### src/rtl/hex_entry_register_writer_pkg.sv
// Shared constants and types for the front-panel hex entry register writer.
package hex_entry_register_writer_pkg;

  // Index of each pushbutton in the debouncer array
  localparam int unsigned KEY_ENTER  = 0;
  localparam int unsigned KEY_COMMIT = 1;
  localparam int unsigned KEY_CLEAR  = 2;
  localparam int unsigned NUM_KEYS   = 3;

  localparam int unsigned NUM_REGS = 4;
  localparam int unsigned DIGITS   = 4;
  localparam int unsigned REG_W    = 4 * DIGITS;

  typedef enum logic {
    IDLE  = 1'b0,
    WRITE = 1'b1
  } wr_state_e;

endpackage

### src/rtl/hex_entry_register_writer_key_debouncer.sv
// One pushbutton: 2-flop synchronizer, stable-level debouncer, press pulse.
// A key that is already held when reset releases is tracked silently until it
// has been seen released once, so holding a key through reset cannot fire.
module key_debouncer #(
  parameter int DEBOUNCE_CYCLES = 500000,
  parameter int CNT_W           = 19
) (
  input  logic clk,
  input  logic rst,
  input  logic key_n,
  output logic press_pulse
);

  localparam logic [CNT_W-1:0] CNT_MAX = CNT_W'(DEBOUNCE_CYCLES - 1);

  logic             sync_1, sync_2;
  logic             level;      // synchronized, active-high pressed
  logic             state;      // debounced level
  logic [CNT_W-1:0] cnt;
  logic [1:0]       fill;       // synchronizer holds real samples once fill[1]
  logic             armed;

  assign level = ~sync_2;

  // Synchronize, count stable disagreement, flip state after a full window
  always_ff @(posedge clk) begin
    if (rst) begin
      sync_1      <= 1'b1;
      sync_2      <= 1'b1;
      state       <= 1'b0;
      cnt         <= '0;
      fill        <= 2'b00;
      armed       <= 1'b0;
      press_pulse <= 1'b0;
    end else begin
      sync_1      <= key_n;
      sync_2      <= sync_1;
      fill        <= {fill[0], 1'b1};
      press_pulse <= 1'b0;
      if (fill[1] && !level)
        armed <= 1'b1;
      if (level == state) begin
        cnt <= '0;
      end else if (cnt == CNT_MAX) begin
        state       <= level;
        cnt         <= '0;
        press_pulse <= level & armed;
      end else begin
        cnt <= cnt + 1'b1;
      end
    end
  end

endmodule

### src/rtl/hex_entry_register_writer.sv
// Front-panel writer: debounced keys shift hex digits into an entry buffer
// and commit the buffer into one of four display registers.
module hex_entry_register_writer
  import hex_entry_register_writer_pkg::*;
#(
  parameter int          DEBOUNCE_CYCLES = 500000,
  parameter int          CNT_W           = 19,
  parameter logic [15:0] REG_RESET_VALUE = 16'h0000
) (
  input  logic        clk_clk,
  input  logic        reset_reset,
  input  logic [3:0]  digit_in,
  input  logic        key_enter_n,
  input  logic        key_commit_n,
  input  logic        key_clear_n,
  input  logic [1:0]  register_selection,
  output logic [15:0] register_0,
  output logic [15:0] register_1,
  output logic [15:0] register_2,
  output logic [15:0] register_3,
  output logic [15:0] entry_value,
  output logic [2:0]  entry_count,
  output logic        write_strobe,
  output logic [1:0]  write_index
);

  logic [NUM_KEYS-1:0]             key_n;
  logic [NUM_KEYS-1:0]             press;
  logic [NUM_REGS-1:0][REG_W-1:0]  regs_q;
  logic                            ev_clear, ev_commit, ev_enter, do_write;
  wr_state_e                       state_q, state_d;

  assign key_n[KEY_ENTER]  = key_enter_n;
  assign key_n[KEY_COMMIT] = key_commit_n;
  assign key_n[KEY_CLEAR]  = key_clear_n;

  generate
    for (genvar g = 0; g < NUM_KEYS; g++) begin : g_key
      key_debouncer #(
        .DEBOUNCE_CYCLES(DEBOUNCE_CYCLES),
        .CNT_W          (CNT_W)
      ) u_deb (
        .clk        (clk_clk),
        .rst        (reset_reset),
        .key_n      (key_n[g]),
        .press_pulse(press[g])
      );
    end
  endgenerate

  // Priority clear > commit > enter; losers are dropped
  assign ev_clear  = press[KEY_CLEAR];
  assign ev_commit = press[KEY_COMMIT] & ~ev_clear;
  assign ev_enter  = press[KEY_ENTER] & ~ev_clear & ~press[KEY_COMMIT];
  assign do_write  = ev_commit && (entry_count != 3'd0);

  // FSM state register
  always_ff @(posedge clk_clk) begin
    if (reset_reset) state_q <= IDLE;
    else             state_q <= state_d;
  end

  // Next state: a real commit enters WRITE for one cycle from either state
  always_comb begin
    state_d = IDLE;
    if (do_write) state_d = WRITE;
  end

  // Output decode: strobe coincides with the first cycle of the new value
  always_comb begin
    write_strobe = 1'b0;
    if (state_q == WRITE) write_strobe = 1'b1;
  end

  // Entry buffer, register file and last-written index
  always_ff @(posedge clk_clk) begin
    if (reset_reset) begin
      for (int i = 0; i < NUM_REGS; i++) regs_q[i] <= REG_RESET_VALUE;
      entry_value <= '0;
      entry_count <= '0;
      write_index <= '0;
    end else if (ev_clear) begin
      entry_value <= '0;
      entry_count <= '0;
    end else if (do_write) begin
      regs_q[register_selection] <= entry_value;
      write_index                <= register_selection;
      entry_value                <= '0;
      entry_count                <= '0;
    end else if (ev_enter) begin
      entry_value <= {entry_value[REG_W-5:0], digit_in};
      if (entry_count != 3'(DIGITS)) entry_count <= entry_count + 3'd1;
    end
  end

  assign register_0 = regs_q[0];
  assign register_1 = regs_q[1];
  assign register_2 = regs_q[2];
  assign register_3 = regs_q[3];

endmodule

### config.mk
export PLATFORM = sky130hd
export DESIGN_NAME = hex_entry_register_writer
export DESIGN_NICKNAME = d
export VERILOG_FILES = /design/src/rtl/hex_entry_register_writer_pkg.sv /design/src/rtl/hex_entry_register_writer_key_debouncer.sv /design/src/rtl/hex_entry_register_writer.sv
export SDC_FILE = /design/constraint.sdc
export NUM_CORES = 1
export LEC_CHECK = 0
export BUFFER_PORTS_ARGS = -buffer_cell sky130_fd_sc_hd__buf_2
export CAP_MARGIN = 20
export CORE_MARGIN = 4
export CORE_UTILIZATION = 56
export DETAILED_ROUTE_END_ITERATION = 6
export PLACE_DENSITY = 0.79
export SLEW_MARGIN = 30
export SYNTH_ARGS = -nofsm -noshare
export SYNTH_HDL_FRONTEND = slang
export SYNTH_SLANG_ARGS = --single-unit
### constraint.sdc
create_clock -name clk_clk -period 2.2 [get_ports clk_clk]
set_clock_uncertainty 0.1 [all_clocks]
set_input_delay 0.11 -clock clk_clk [delete_from_list [all_inputs] [get_ports clk_clk]]
set_output_delay 0.11 -clock clk_clk [all_outputs]
set_load 0.02 [all_outputs]
==> flow_summary.json <==
{
  "final_cell_count_no_fill": 908,
  "path_cells": "nand3_2, or4_1, or4_1, a21oi_1",
  "cts.reportedPaths.clkPinSlew_ps": 60,
  "grt_max_degree": 60,
  "clk_latency_ps": 530,
  "crit_type": "reg2reg",
  "synth-seq-cells": 160,
  "relSlewSlack_pct": 55.7,
  "drt_iter0_drc": 310,
  "clock_tree.root_cell": "clkbuf_8",
  "coreArea_sq_um": 10800,
  "gp_congestion": 0.811,
  "die_w_um": 113,
  "max_freq_ghz": 0.479,
  "cpPeakStageDelay_ps": 660,
  "rsz0062_at_grt": "no",
  "synth_warnings": 0,
  "cts_sinks": 160,
  "drtPass1Iterations": 4,
  "cp-end-kind": "register",
  "grt_use_total_pct": 21.7,
  "die_h_um": 113,
  "drc_errors": 0,
  "syn_area_sq_um": 6170,
  "cts_buffer_depth": 2,
  "post_cts_buffers": 0,
  "setup_viol": 0,
  "power.density_nw_per_um2": 787,
  "drv_cap": 0,
  "dieArea_sq_um": 12800,
  "setup_tns_ps": 0,
  "tightest_slew_ps": 665,
  "rr_worst_depth": 4,
  "cts_tree": "yes",
  "place_inst": 864,
  "crit_fanout": 8,
  "nets": 771,
  "synth_area_leaders": "dfxtp_1 52%, mux2i_1 11%, nor2_1 7.1%",
  "antenna_found_initial": 0,
  "io_buffers": 96,
  "layout-drive-gt1-share_pct": 19.8,
  "synth.area.mux_share_pct": 10.9,
  "grt_pass1_wl_um": 22600,
  "overflow": 0,
  "arrival_ps": 2450,
  "synth_compound_area_share_pct": 5.68,
  "r2r_slack_ps": 110,
  "diodes": 0,
  "synth_top_family_by_area": "simple AND/OR/NAND/NOR gates",
  "yosys.area_share.xor_xnor_pct": 5.54,
  "via_count": 5009,
  "yosys.area_share.simple_pct": 22.4,
  "routed_via_density": 5.52,
  "synth_top_area_cell": "dfxtp_1",
  "cts_buffers": 17,
  "ys_types": 42,
  "synth.yosys.seq_area_share_pct": 51.9,
  "synth.avg_cell_area_sq_um": 9.50,
  "p_leak_nw": 3.26,
  "final_antenna_net_count": 0,
  "cp_common_cell": "or4_1",
  "hpwl_um": 9180,
  "syn_inst": 649,
  "wire_per_inst_um": 14.8,
  "vdd_drop_max_v": 0.000500,
  "start_util_pct": 57.1,
  "wl_um": 13500,
  "synthAdderAreaFrac_pct": 1.01,
  "synth_top_area_share_pct": 51.9,
  "worst_path_max_delay_cell": "or4_1",
  "finalHoldViolations": 0,
  "start_kind": "register",
  "min_period_ps": 2090,
  "pin_count": 97,
  "syn_to_final_growth_pct": 22.1,
  "hold_depth": 3,
  "syn_nets": 665,
  "slew_viol_final": 0,
  "hold_class": "in2reg",
  "status": "finished clean",
  "num_rows": 38,
  "htree_levels": 4,
  "fin_crit_sh_pct": 94.9,
  "first_global_vias": 4903,
  "cp_data_required_time_ps": 2560
}
==> routing by layer <==
layer  global-route usage [%]  part of all wire [%]  up-vias
met5                        0                     0        -
met4                     8.73                   2.0        0
met3                     5.83                   6.1       32
met2                     36.7                    48      147
met1                     26.3                    44     2380
li1                         -                     -     2450
==> cells in the final DEF (no fill, tap or decap), drive strengths merged, types with 2 or more instances in the layout <==
| master | n |
|---|---|
| a311oi | 3 |
| dfxtp | 160 |
| nand2b | 2 |
| inv | 10 |
| xnor2 | 15 |
| nand3 | 18 |
| nand4b | 4 |
| clkinv | 4 |
| and4 | 10 |
| nand2 | 53 |
| and3 | 6 |
| buf | 106 |
| nor4b | 6 |
| clkbuf | 23 |
| and2 | 3 |
| or4 | 7 |
| nor3 | 4 |
| nor4 | 6 |
| xor2 | 24 |
| a21oi | 40 |
| a211o | 2 |
| o21ai | 9 |
| ha | 5 |
| nor2b | 2 |
| or3 | 9 |
| o31ai | 6 |
| or2 | 6 |
| bufinv | 3 |
| nand4 | 13 |
| nor2 | 117 |
| dlygate4sd3 | 12 |
| mux2i | 67 |
| and4b | 4 |
==> metrics by stage <==
stage	utilization [%]	hold slack [ps]	setup WS, ps	area [sq um]	total power (W)
4_1_cts	69.7	180	97.8	7520	0.00597
2_1_floorplan	-	95.1	140	6170	0.00303
6_report	69.8	201	113	7530	0.00593
3_3_place_gp	63.0	198	226	6800	0.00305
5_1_grt	69.8	206	11.0	7530	0.00613
3_5_place_dp	63.0	201	130	6800	0.00305
==> cell families after synthesis <==
kind of cell,count (synthesis)
AOI/OAI and AO/OA,62
xor gates and xnor gates,39
adders and majority gates,5
buffers and inverters,40
DFF,160
muxes,67
and+or+nand+nor,276
==> Yosys cell counts <==
cell,n
and2_1,3
and4b_1,4
nor4_1,6
o21ai_0,9
and3b_1,1
nor3b_1,1
or3b_2,1
nand4b_1,4
nand3_2,2
nand4bb_1,1
inv_1,9
nand2_1,53
clkbuf_1,23
nand2b_1,2
a21o_1,1
and4_1,9
ha_1,5
dfxtp_1,160
nor3_1,4
or2_2,6
and3_1,6
nand4_1,13
a31o_2,1
or3_1,6
buf_1,1
a211o_1,2
nor2b_1,2
nor2_1,117
xor2_1,24
xnor2_1,15
or4_1,7
buf_2,7
a311oi_1,3
nand3_1,16
or3_2,3
mux2i_1,67
a21oi_1,40
and4_2,1
o31ai_1,6
nor4bb_1,1
nor4b_1,6
nand3b_1,1
==> cell type report <==
type                       count  area, sq um
inverter                       9         33.8
tap                          140          175
timing repair buffer         118          688
sequential                   160         3200
clock buffer                  23          467
fill                         787         3260
multi-input combinational    449         2830
clock inverter                 9          130
==> sequential cells by signal, indices dropped and copies added (netlist names) <==
| signal | flops |
|---|---|
| register_1 | 16 |
| register_3 | 16 |
| g_key.u_deb.sync_2 | 3 |
| entry_value | 16 |
| state_q | 1 |
| write_index | 2 |
| g_key.u_deb.cnt | 57 |
| entry_count | 3 |
| register_2 | 16 |
| g_key.u_deb.fill | 2 |
| g_key.u_deb.armed | 3 |
| g_key.u_deb.state | 3 |
| g_key.u_deb.press_pulse | 3 |
| register_0 | 16 |
| g_key.u_deb.sync_1 | 3 |
==> worst max-delay path: cells and delay by family (launching register included) <==
kind	cells	cell delay, ps
AO/OA/AOI/OAI	1	150
flip-flops	1	460
AND/OR/NAND/NOR	3	1310
==> power breakdown <==
| part | leakage [nW] | total, W | internal [W] | switching [W] |
|---|---|---|---|---|
| combinational | 1.67 | 0.0000840 | 0.0000331 | 0.0000509 |
| sequential | 1.29 | 0.00292 | 0.00291 | 0.00000854 |
| clock | 0.292 | 0.00292 | 0.00182 | 0.00110 |
| total | 3.26 | 0.00593 | 0.00476 | 0.00116 |
==> path summary, 6_finish.rpt <==
| path | end | start |
|---|---|---|
| worst max register to register | g_key[0].u_deb.cnt[17]$_SDFF_PP0_ | g_key[0].u_deb.cnt[2]$_SDFF_PP0_ |
| worst max-delay path | g_key[0].u_deb.cnt[17]$_SDFF_PP0_ | g_key[0].u_deb.cnt[2]$_SDFF_PP0_ |
| worst min register to register | g_key[0].u_deb.sync_2$_SDFF_PP1_ | g_key[0].u_deb.sync_1$_SDFF_PP1_ |
| worst min-delay path | g_key[0].u_deb.sync_1$_SDFF_PP1_ | key_enter_n |
==> what timing repair did <==
item / 4_1_cts / 5_1_grt
resized for setup: 0 / 1
hold buffers: 12 / 0
endpoints found under the hold margin: 21 / 0
endpoints found under the setup margin: 0 / 2
(Power assumes the default switching activity.)
